**src/rtl/seg_pkg.sv**
```systemverilog
// Shared types, constants and the BCD-to-segment decode for the 7-segment scan controller.
package seg_pkg;

  localparam logic [6:0] SEG_OFF = 7'b1111111;

  typedef enum logic [1:0] {
    IDLE  = 2'd0,
    BLANK = 2'd1,
    SHOW  = 2'd2
  } seg_state_t;

  // Active-low {a,b,c,d,e,f,g}; non-BCD nibbles leave the digit dark.
  function automatic logic [6:0] bcd_to_seg(input logic [3:0] nibble);
    logic [6:0] seg;
    case (nibble)
      4'd0:    seg = 7'b0000001;
      4'd1:    seg = 7'b1001111;
      4'd2:    seg = 7'b0010010;
      4'd3:    seg = 7'b0000110;
      4'd4:    seg = 7'b1001100;
      4'd5:    seg = 7'b0100100;
      4'd6:    seg = 7'b0100000;
      4'd7:    seg = 7'b0001111;
      4'd8:    seg = 7'b0000000;
      4'd9:    seg = 7'b0000100;
      default: seg = SEG_OFF;
    endcase
    return seg;
  endfunction

endpackage

```
**src/rtl/seg_decode.sv**
```systemverilog
// Combinational nibble-to-segment decoder used on the currently scanned digit.
module seg_decode
  import seg_pkg::*;
(
  input  logic [3:0] nibble,
  output logic [6:0] segment
);

  assign segment = bcd_to_seg(nibble);

endmodule

```
**src/rtl/seg_scan_ctrl.sv**
```systemverilog
// Time-multiplexed 7-segment scan controller with a double-buffered BCD word.
// Optional leading-zero blanking when SEG_SCAN_LZB_EN is defined.
module seg_scan_ctrl
  import seg_pkg::*;
#(
  parameter int NUM_DIGITS = 4,
  parameter int SCAN_DIV   = 50000,
  parameter int BLANK_CYC  = 16
) (
  input  logic                    clk,
  input  logic                    rst,
  input  logic                    en,
  input  logic                    load_valid,
  output logic                    load_ready,
  input  logic [4*NUM_DIGITS-1:0] load_data,
  input  logic [NUM_DIGITS-1:0]   dp_in,
  output logic [6:0]              segment,
  output logic                    dp_n,
  output logic [NUM_DIGITS-1:0]   an_n,
  output logic                    frame_done,
  output seg_state_t              dbg_state
);

  localparam int CW = $clog2(SCAN_DIV);
  localparam int IW = $clog2(NUM_DIGITS);
  localparam logic [CW-1:0] BLANK_LAST = CW'(BLANK_CYC - 1);
  localparam logic [CW-1:0] SHOW_LAST  = CW'(SCAN_DIV - BLANK_CYC - 1);
  localparam logic [IW-1:0] IDX_LAST   = IW'(NUM_DIGITS - 1);

  seg_state_t state, state_nx;
  logic [CW-1:0] cnt, cnt_nx;
  logic [IW-1:0] idx, idx_nx;

  logic [4*NUM_DIGITS-1:0] active, pending;
  logic                    pending_full;
  logic                    frame_cond, swap, accept;
  logic [3:0]              nibble;
  logic [6:0]              seg_dec;
  logic [NUM_DIGITS-1:0]   lz;

  // Handshake: a word transfers on any cycle with load_valid & load_ready;
  // load_valid/load_data must stay stable until that cycle. A pending word
  // is promoted to active only at a frame boundary or while idle.
  assign frame_cond = en && state == SHOW && cnt == SHOW_LAST && idx == IDX_LAST;
  assign swap       = pending_full && (frame_cond || state == IDLE);
  assign load_ready = ~pending_full | swap;
  assign accept     = load_valid & load_ready;
  assign dbg_state  = state;

  always_comb begin
    state_nx = state;
    cnt_nx   = cnt + 1'b1;
    idx_nx   = idx;
    if (!en) begin
      state_nx = IDLE;
      cnt_nx   = '0;
      idx_nx   = '0;
    end else begin
      case (state)
        IDLE: begin
          state_nx = BLANK;
          cnt_nx   = '0;
          idx_nx   = '0;
        end
        BLANK: begin
          if (cnt == BLANK_LAST) begin
            state_nx = SHOW;
            cnt_nx   = '0;
          end
        end
        SHOW: begin
          if (cnt == SHOW_LAST) begin
            state_nx = BLANK;
            cnt_nx   = '0;
            idx_nx   = (idx == IDX_LAST) ? '0 : idx + 1'b1;
          end
        end
        default: begin
          state_nx = IDLE;
          cnt_nx   = '0;
          idx_nx   = '0;
        end
      endcase
    end
  end

  always_ff @(posedge clk) begin
    if (rst) begin
      state <= IDLE;
      cnt   <= '0;
      idx   <= '0;
    end else begin
      state <= state_nx;
      cnt   <= cnt_nx;
      idx   <= idx_nx;
    end
  end

  always_ff @(posedge clk) begin
    if (rst) begin
      active       <= '0;
      pending      <= '0;
      pending_full <= 1'b0;
    end else begin
      if (swap) active <= pending;
      if (accept) pending <= load_data;
      pending_full <= accept | (pending_full & ~swap);
    end
  end

  assign nibble = active[4*idx +: 4];

  seg_decode u_dec (
    .nibble  (nibble),
    .segment (seg_dec)
  );

`ifdef SEG_SCAN_LZB_EN
  // Zero run from the top digit down; digit 0 always shows.
  logic lead;
  always_comb begin
    lz   = '0;
    lead = 1'b1;
    for (int i = NUM_DIGITS - 1; i >= 1; i--) begin
      lead  = lead & (active[4*i +: 4] == 4'd0);
      lz[i] = lead;
    end
  end
`else
  assign lz = '0;
`endif

  always_ff @(posedge clk) begin
    if (rst) begin
      segment    <= SEG_OFF;
      dp_n       <= 1'b1;
      an_n       <= '1;
      frame_done <= 1'b0;
    end else begin
      frame_done <= frame_cond;
      segment    <= SEG_OFF;
      dp_n       <= 1'b1;
      an_n       <= '1;
      if (state == SHOW && !lz[idx]) begin
        an_n    <= ~(NUM_DIGITS'(1) << idx);
        segment <= seg_dec;
        dp_n    <= ~dp_in[idx];
      end
    end
  end

endmodule

```
**config.mk**
```make
export PLATFORM = sky130hd
export DESIGN_NAME = seg_scan_ctrl
export DESIGN_NICKNAME = d
export VERILOG_FILES = /design/src/rtl/seg_pkg.sv /design/src/rtl/seg_decode.sv /design/src/rtl/seg_scan_ctrl.sv
export SDC_FILE = /design/constraint.sdc
export NUM_CORES = 1
export LEC_CHECK = 0
export ABC_AREA = 1
export BUFFER_PORTS_ARGS = -buffer_cell sky130_fd_sc_hd__clkbuf_2
export CAP_MARGIN = 20
export CORE_MARGIN = 8
export CORE_UTILIZATION = 35
export CTS_CLUSTER_DIAMETER = 100
export DETAILED_ROUTE_END_ITERATION = 12
export HOLD_SLACK_MARGIN = 0.1
export PLACE_DENSITY_LB_ADDON = 0.25
export SLEW_MARGIN = 20
export SYNTH_ARGS = -nofsm -noshare
export SYNTH_HDL_FRONTEND = slang
export SYNTH_HIERARCHICAL = 1
export SYNTH_SLANG_ARGS = --single-unit
```
**constraint.sdc**
```tcl
create_clock -name clk -period 1.9 [get_ports clk]
set_clock_uncertainty 0.2 [all_clocks]
set_input_delay 0.095 -clock clk [delete_from_list [all_inputs] [get_ports clk]]
set_output_delay 0.095 -clock clk [all_outputs]
set_load 0.005 [all_outputs]
```
# Word-level counts from Yosys, hierarchy flattened
# Memory sizes are Yosys's and may differ from the RTL's. A register that Yosys moved wholly into a read port is not among the register bits.
# Index checks and enable logic that the tools add are counted.
# totals
reg_bits,59
latchBits,0
ram_bits,0
romBits,112
output_inout_bits,16
wordCells,58
memories,1
# classes
addsub,2
multipliers,0
div_mod_pow,0
n_lt_le_gt_ge,1
n_eq_ne,7
shift,2
muxes,13
n_bitwise,11
n_reduce_logical,12
# mem_list
name,depth,word_bits,rd,rd_ports_with_merged_regs,write_ports,line_no,source
(no name shown),16,7,1,1,0,seg_pkg.sv:15,case (nibble)
# ops
operator,count
2-to-1 mux 16 bit,2
one-hot mux 16 bit (2 select lines),1
adder 16 x 1 -> 16 bit (second input constant),1
equality test 16 bit (second input constant),1
equality test 16 x 4 -> 1 bit (second input constant),1
variable part select 16 x 5 -> 4 bit,1
2-to-1 mux 2 bit,4
NOT 1 bit,6
one-hot mux 2 bit (3 select lines),1
logical AND 1 bit,5
binary-select mux 1 bit (select 2 bit),2
equality test 2 bit (second input constant),2
NOT 4 bit,1
one-hot mux 2 bit (2 select lines),1
AND reduction 2 bit,2
OR reduction 2 bit,2
<< shifter 1 x 2 -> 4 bit (first input constant),1
< comparator 2 x 3 -> 1 bit (second input constant),1
adder 2 x 1 -> 2 bit (second input constant),1
AND 1 bit,2
equality test 2 x 1 -> 1 bit (second input constant),1
zero test 2 bit,1
2-to-1 mux 1 bit,2
!= test 2 x 1 -> 1 bit (second input constant),1
4 further kinds,5

# Longest topological paths before layout
# depth
depth_word,9
depth_mapped,12

# By module
# The synthesis kept the hierarchy.
# by_module_without_submodules
module,instances,cells_per_inst,area_each_um2
seg_scan_ctrl,1,401,2999.1
seg_decode,1,35,187.7

# Worst setup path before layout
# OpenSTA, ideal clock, no wires.
# synth_path
path_type,register -> register
from,register idx[0]
to,register segment[3]
setup_ns,0.129
arrival_time_ns,1.774
required_time_ns,1.571
slack_ns,-0.204
stages_incl_launch_ff,12
n_path_buf,1
cell_sequence,dfxtp_1 -> inv_1 -> clkbuf_1 -> o21ai_0 -> o22ai_1 -> inv_1 -> ha_1 -> nand2_1 -> nand3_1 -> nand2_1 -> inv_1 -> nand2_1
# synth_via
elab_cells_between_ends,7
classes_between,1 x shift; 2 x mux; 1 x bitwise; 3 x reduce/logical
# synth_lines
element,line_no,source
from (decl),seg_scan_ctrl.sv:32,"logic [IW-1:0] idx, idx_nx;"
from (signal assigned),seg_scan_ctrl.sv:95,idx <= idx_nx;
variable part select 16 x 5 -> 4 bit,seg_scan_ctrl.sv:111,assign nibble = active[4*idx +: 4];
named net nibble[1],seg_scan_ctrl.sv:37,logic [3:0] nibble;
to (decl),seg_scan_ctrl.sv:17,"output logic [6:0] segment,"
# The timed path passes the listed nets, and every way through them passes these cells. The select of a mux whose other input is x is not followed.
# A chain may end at the register's enable or synchronous reset.

# Worst setup path after layout
# layout_path
from,register cnt[8]
to,output load_ready
# layout_via
elab_chain_cells,6
# layout_rtl
element,line_no,source
from (decl),seg_scan_ctrl.sv:31,"logic [CW-1:0] cnt, cnt_nx;"
from (signal assigned),seg_scan_ctrl.sv:94,cnt <= cnt_nx;
equality test 16 bit,seg_scan_ctrl.sv:44,assign frame_cond = en && state == SHOW && cnt == SHOW_LAST && idx == IDX_LAST;
logical AND 1 bit (2 in a row),seg_scan_ctrl.sv:44,
logical OR 1 bit,seg_scan_ctrl.sv:45,assign swap = pending_full && (frame_cond || state == IDLE);
logical AND 1 bit,seg_scan_ctrl.sv:45,
OR 1 bit,seg_scan_ctrl.sv:46,assign load_ready = ~pending_full | swap;
to (decl),seg_scan_ctrl.sv:14,"output logic load_ready,"
# Every way passes these cells.

==> results.md <==
- Synth top cells by count: nand2_1, dfxtp_1, nor2_1, inv_1, nand3_1
- Total Neg Setup Slack: 0 ps
- Critical-path cell list: nand2_1 -> inv_1 -> nand2_1 -> nor2_4 -> nand3_4 -> nand3_4 -> buf_12 -> clkbuf_2
- CTS Root Cell: clkbuf_8
- Layout Area Growth over Synthesis: 29.41%
- Syn avg cell area: about 7.3 um^2
- DR DRC count: 0
- Antenna viol nets, final: 0
- Reg2reg setup slack: 100 ps
- Hold WC Path Type: primary input to flip-flop
- CP startpoint kind: flip-flop
- Pre-antenna DRT Iters: 4
- Number of global-route vias before repair: approximately 2800
- TritonCTS Buffers: 9
- Sequential cell area fraction in the yosys report: 41.46%
- Ant. Diodes: 0
- CP Capture Type: primary output
- Final setup fails: 0
- CTS tree: done
- I/O Buffers: 39
- Vias: 2907
- GP Congestion: approximately 0.77
- Drt wl/cell: approximately 11 um
- First-pass GRT wire length: approximately 12000 um
- Crit Path Max Fanout: 4
- Grt met3 use: ~3.5%
- Place WS: 51.53 ps
- HP Start: load_valid
- Synth area leader: dfxtp_1
- Max Slew Vio Count: 0
- Fraction of registers with async set/reset: 0%
- Top-count cell post-synth: nand2_1
- Initial antenna violation count: 0
- Max IR drop VDD: between 0.0003 and 0.0004 V
- Post-synth top area share: between 40% and 50%
- Synth area leaders: dfxtp_1, nand2_1, nand3_1
- Worst-Skew Late Latency: 350 ps
- Die width: 111.4 um
- Worst R2R Start: cnt[0]$_SDFF_PP0_
- Status: complete, no violations
- Site Rows: 35
- Worst-Margin Slew: a little over 600 ps
- GR Util met2: around 18%
- Die area: between 10000 and 15000 um^2
- Max_cap viols: 0
- Critical path class: flip-flop to primary output
- Family with the most delay on the worst path: simple AND/OR/NAND/NOR gates
- Setup ws final: between 70 and 80 ps
- Clock period minus final worst setup slack: around 1800 ps
- Met1 Use GR: 14.94%
- WL final: slightly above 7000 um
- Clk buf depth: 2
- Hold Path Stages: 3
- Mapped Area: ~3200 um^2
- Final net count: ~560
- Leakage: approximately 1.8 nW
- Clock-pin slew on the worst setup and hold paths: roughly 80 ps
- Synthesized Nets: 474
- Reg2Reg Depth: 9
- GRT Residual Overflow: 0
- Layout cell share with drive strength beyond 1: a little under a quarter
- #FFs+latches synth: 66
- Synthesis Warnings: 6
- RSZ-0062 raised after global routing: true
- Fmax: ~550 MHz
- Via density: ~4.6
- Clk sink count: 66
- Largest net degree at the start of global routing: 34
- Die height: between 100 and 150 um
- Iteration-0 DRC Markers: just over 100
- Worst path arrival time: about 1500 ps
- Synth unique cells: 29
- Most common flop cell mapped by yosys: dfxtp_1
- Area of the core: roughly 9000 um^2
- GR peak layer: met2
- Slowest CP cell: dfxtp_1
- Reg2reg end: cnt[8]$_SDFF_PP0_
- CP bufs+invs: 3
- Slowest stage delay, CP: 390 ps
- Top Ports: 40
- Tcrit/Tclk final: between 90% and 100%
- Total Power: slightly below 3 mW
- Worst slew margin: about three fifths
- H-tree lvl count: 3
- EDFF count, synth: 0
- Pwr Density: between 700 and 800 nW/um^2
- Final HPWL DP: between 5000 and 6000 um
- Hold worst-path end: pending_full$_SDFF_PP0_
- Hold Vio Cnt, Final: 0
- Syn Inst Count: approximately 440
- Overall Global Routing Usage: a little under an eighth
- Critical Path RT: 1600 ps
- Initial Util: a little over a third
==> flip-flops by register name, summed over array words and instances, names as in the netlist <==
signal	flops
active	16
cnt	16
pending	16
segment	7
an_n	4
dbg_state	2
idx	2
dp_n	1
frame_done	1
pending_full	1
==> kinds of logic (layout without fill, tap and decap cells) <==
logic type	count (synthesis)	after routing	share of synthesized area [%]
AO/OA/AOI/OAI	60	60	10.09
XOR/XNOR	5	5	1.374
adder cells (fa/ha/maj)	14	14	5.497
buffers and inverters	74	162	10.64
flip-flops	66	66	41.46
AND/OR/NAND/NOR	217	218	30.94
==> layout make-up <==
type,count,area (um^2)
Clock inverter,7,76.32
Fill cell,921,4897
Clock buffer,9,123.9
Timing Repair Buffer,90,659.4
Multi-Input combinational cell,297,1587
Sequential cell,66,1329
Inverter,56,210.2
Tap cell,111,138.9
==> through the flow <==
stage / instance area [um^2] / utilization, % / std cells / hold slack, ps
global placement: 3605 / 39.96 / 592 / 201.4
global route: 4124 / 45.71 / 636 / 221.5
floorplan: 3206 / - / 436 / 106.2
CTS: 4064 / 45.05 / 633 / 164.4
detailed placement: 3605 / 39.96 / 592 / 212.8
finish: 4124 / 45.71 / 636 / 194.8
==> timing repair <==
item | 4_1_cts | 5_1_grt
pin swaps | 4 | 5
hold buffers | 21 | 0
hold endpoints to repair | 40 | 0
cloned | 0 | 1
gates resized for setup | 8 | 11
setup buffers | 4 | 2
setup endpoints to repair | 1 | 40
==> layout by cell type, fill, tap and decap left out, types with 3 or more instances in the layout <==
cell type | netlist | layout
xor2_1 | 5 | 5
nor3_1 | 7 | 7
nor2_1 | 59 | 54
nand2_1 | 85 | 85
a21oi_1 | 38 | 38
nor2_2 | 1 | 5
o22ai_1 | 6 | 4
nand2_4 | 2 | 3
inv_1 | 54 | 52
buf_4 | 1 | 27
dfxtp_1 | 66 | 62
nand2_2 | 4 | 3
nand3_1 | 49 | 49
dfxtp_2 | 0 | 3
inv_2 | 2 | 4
dlygate4sd3_1 | 0 | 21
clkbuf_8 | 0 | 9
nand4_1 | 4 | 4
o21ai_0 | 12 | 11
ha_1 | 14 | 12
clkbuf_2 | 0 | 39
==> power by group <==
group	internal (mW)	total [mW]	switching [mW]
Combinational	0.144	0.316	0.171
Sequential	1.43	1.45	0.0261
Clock	0.614	1.19	0.575
==> worst register-to-register path: stages (launching register included) <==
cell and delay, ps:
dfxtp_1 350, ha_2 200, nand3_2 110, buf_4 160, inv_1 60, nand3_1 80, o21ai_2 220, nand2_4 130
nand2_4 130, nor3_1 50
==> metal layers <==
layer,share of wire (%),vias up
li1,-,1560
met1,50,1273
met2,43,61
met3,5.0,13
met4,2.3,0
met5,0,-
==> how the worst max path moves through the flow <==
stage,start,to,slack (ps),depth (start not counted)
finish,cnt[8]$_SDFF_PP0_,load_ready,70,8
global route,idx[1]$_SDFFE_PP0P_,segment[3]$_SDFF_PP1_,-30,10
CTS,dbg_state[0]$_SDFFE_PP0P_,load_ready,20,8
detailed placement,idx[1]$_SDFFE_PP0P_,pending[10]$_SDFFE_PP0P_,50,9
global placement,idx[1]$_SDFFE_PP0P_,pending[11]$_SDFFE_PP0P_,90,9
floorplan,idx[0]$_SDFFE_PP0P_,segment[3]$_SDFF_PP1_,30,11
(Power assumes the default switching activity.)
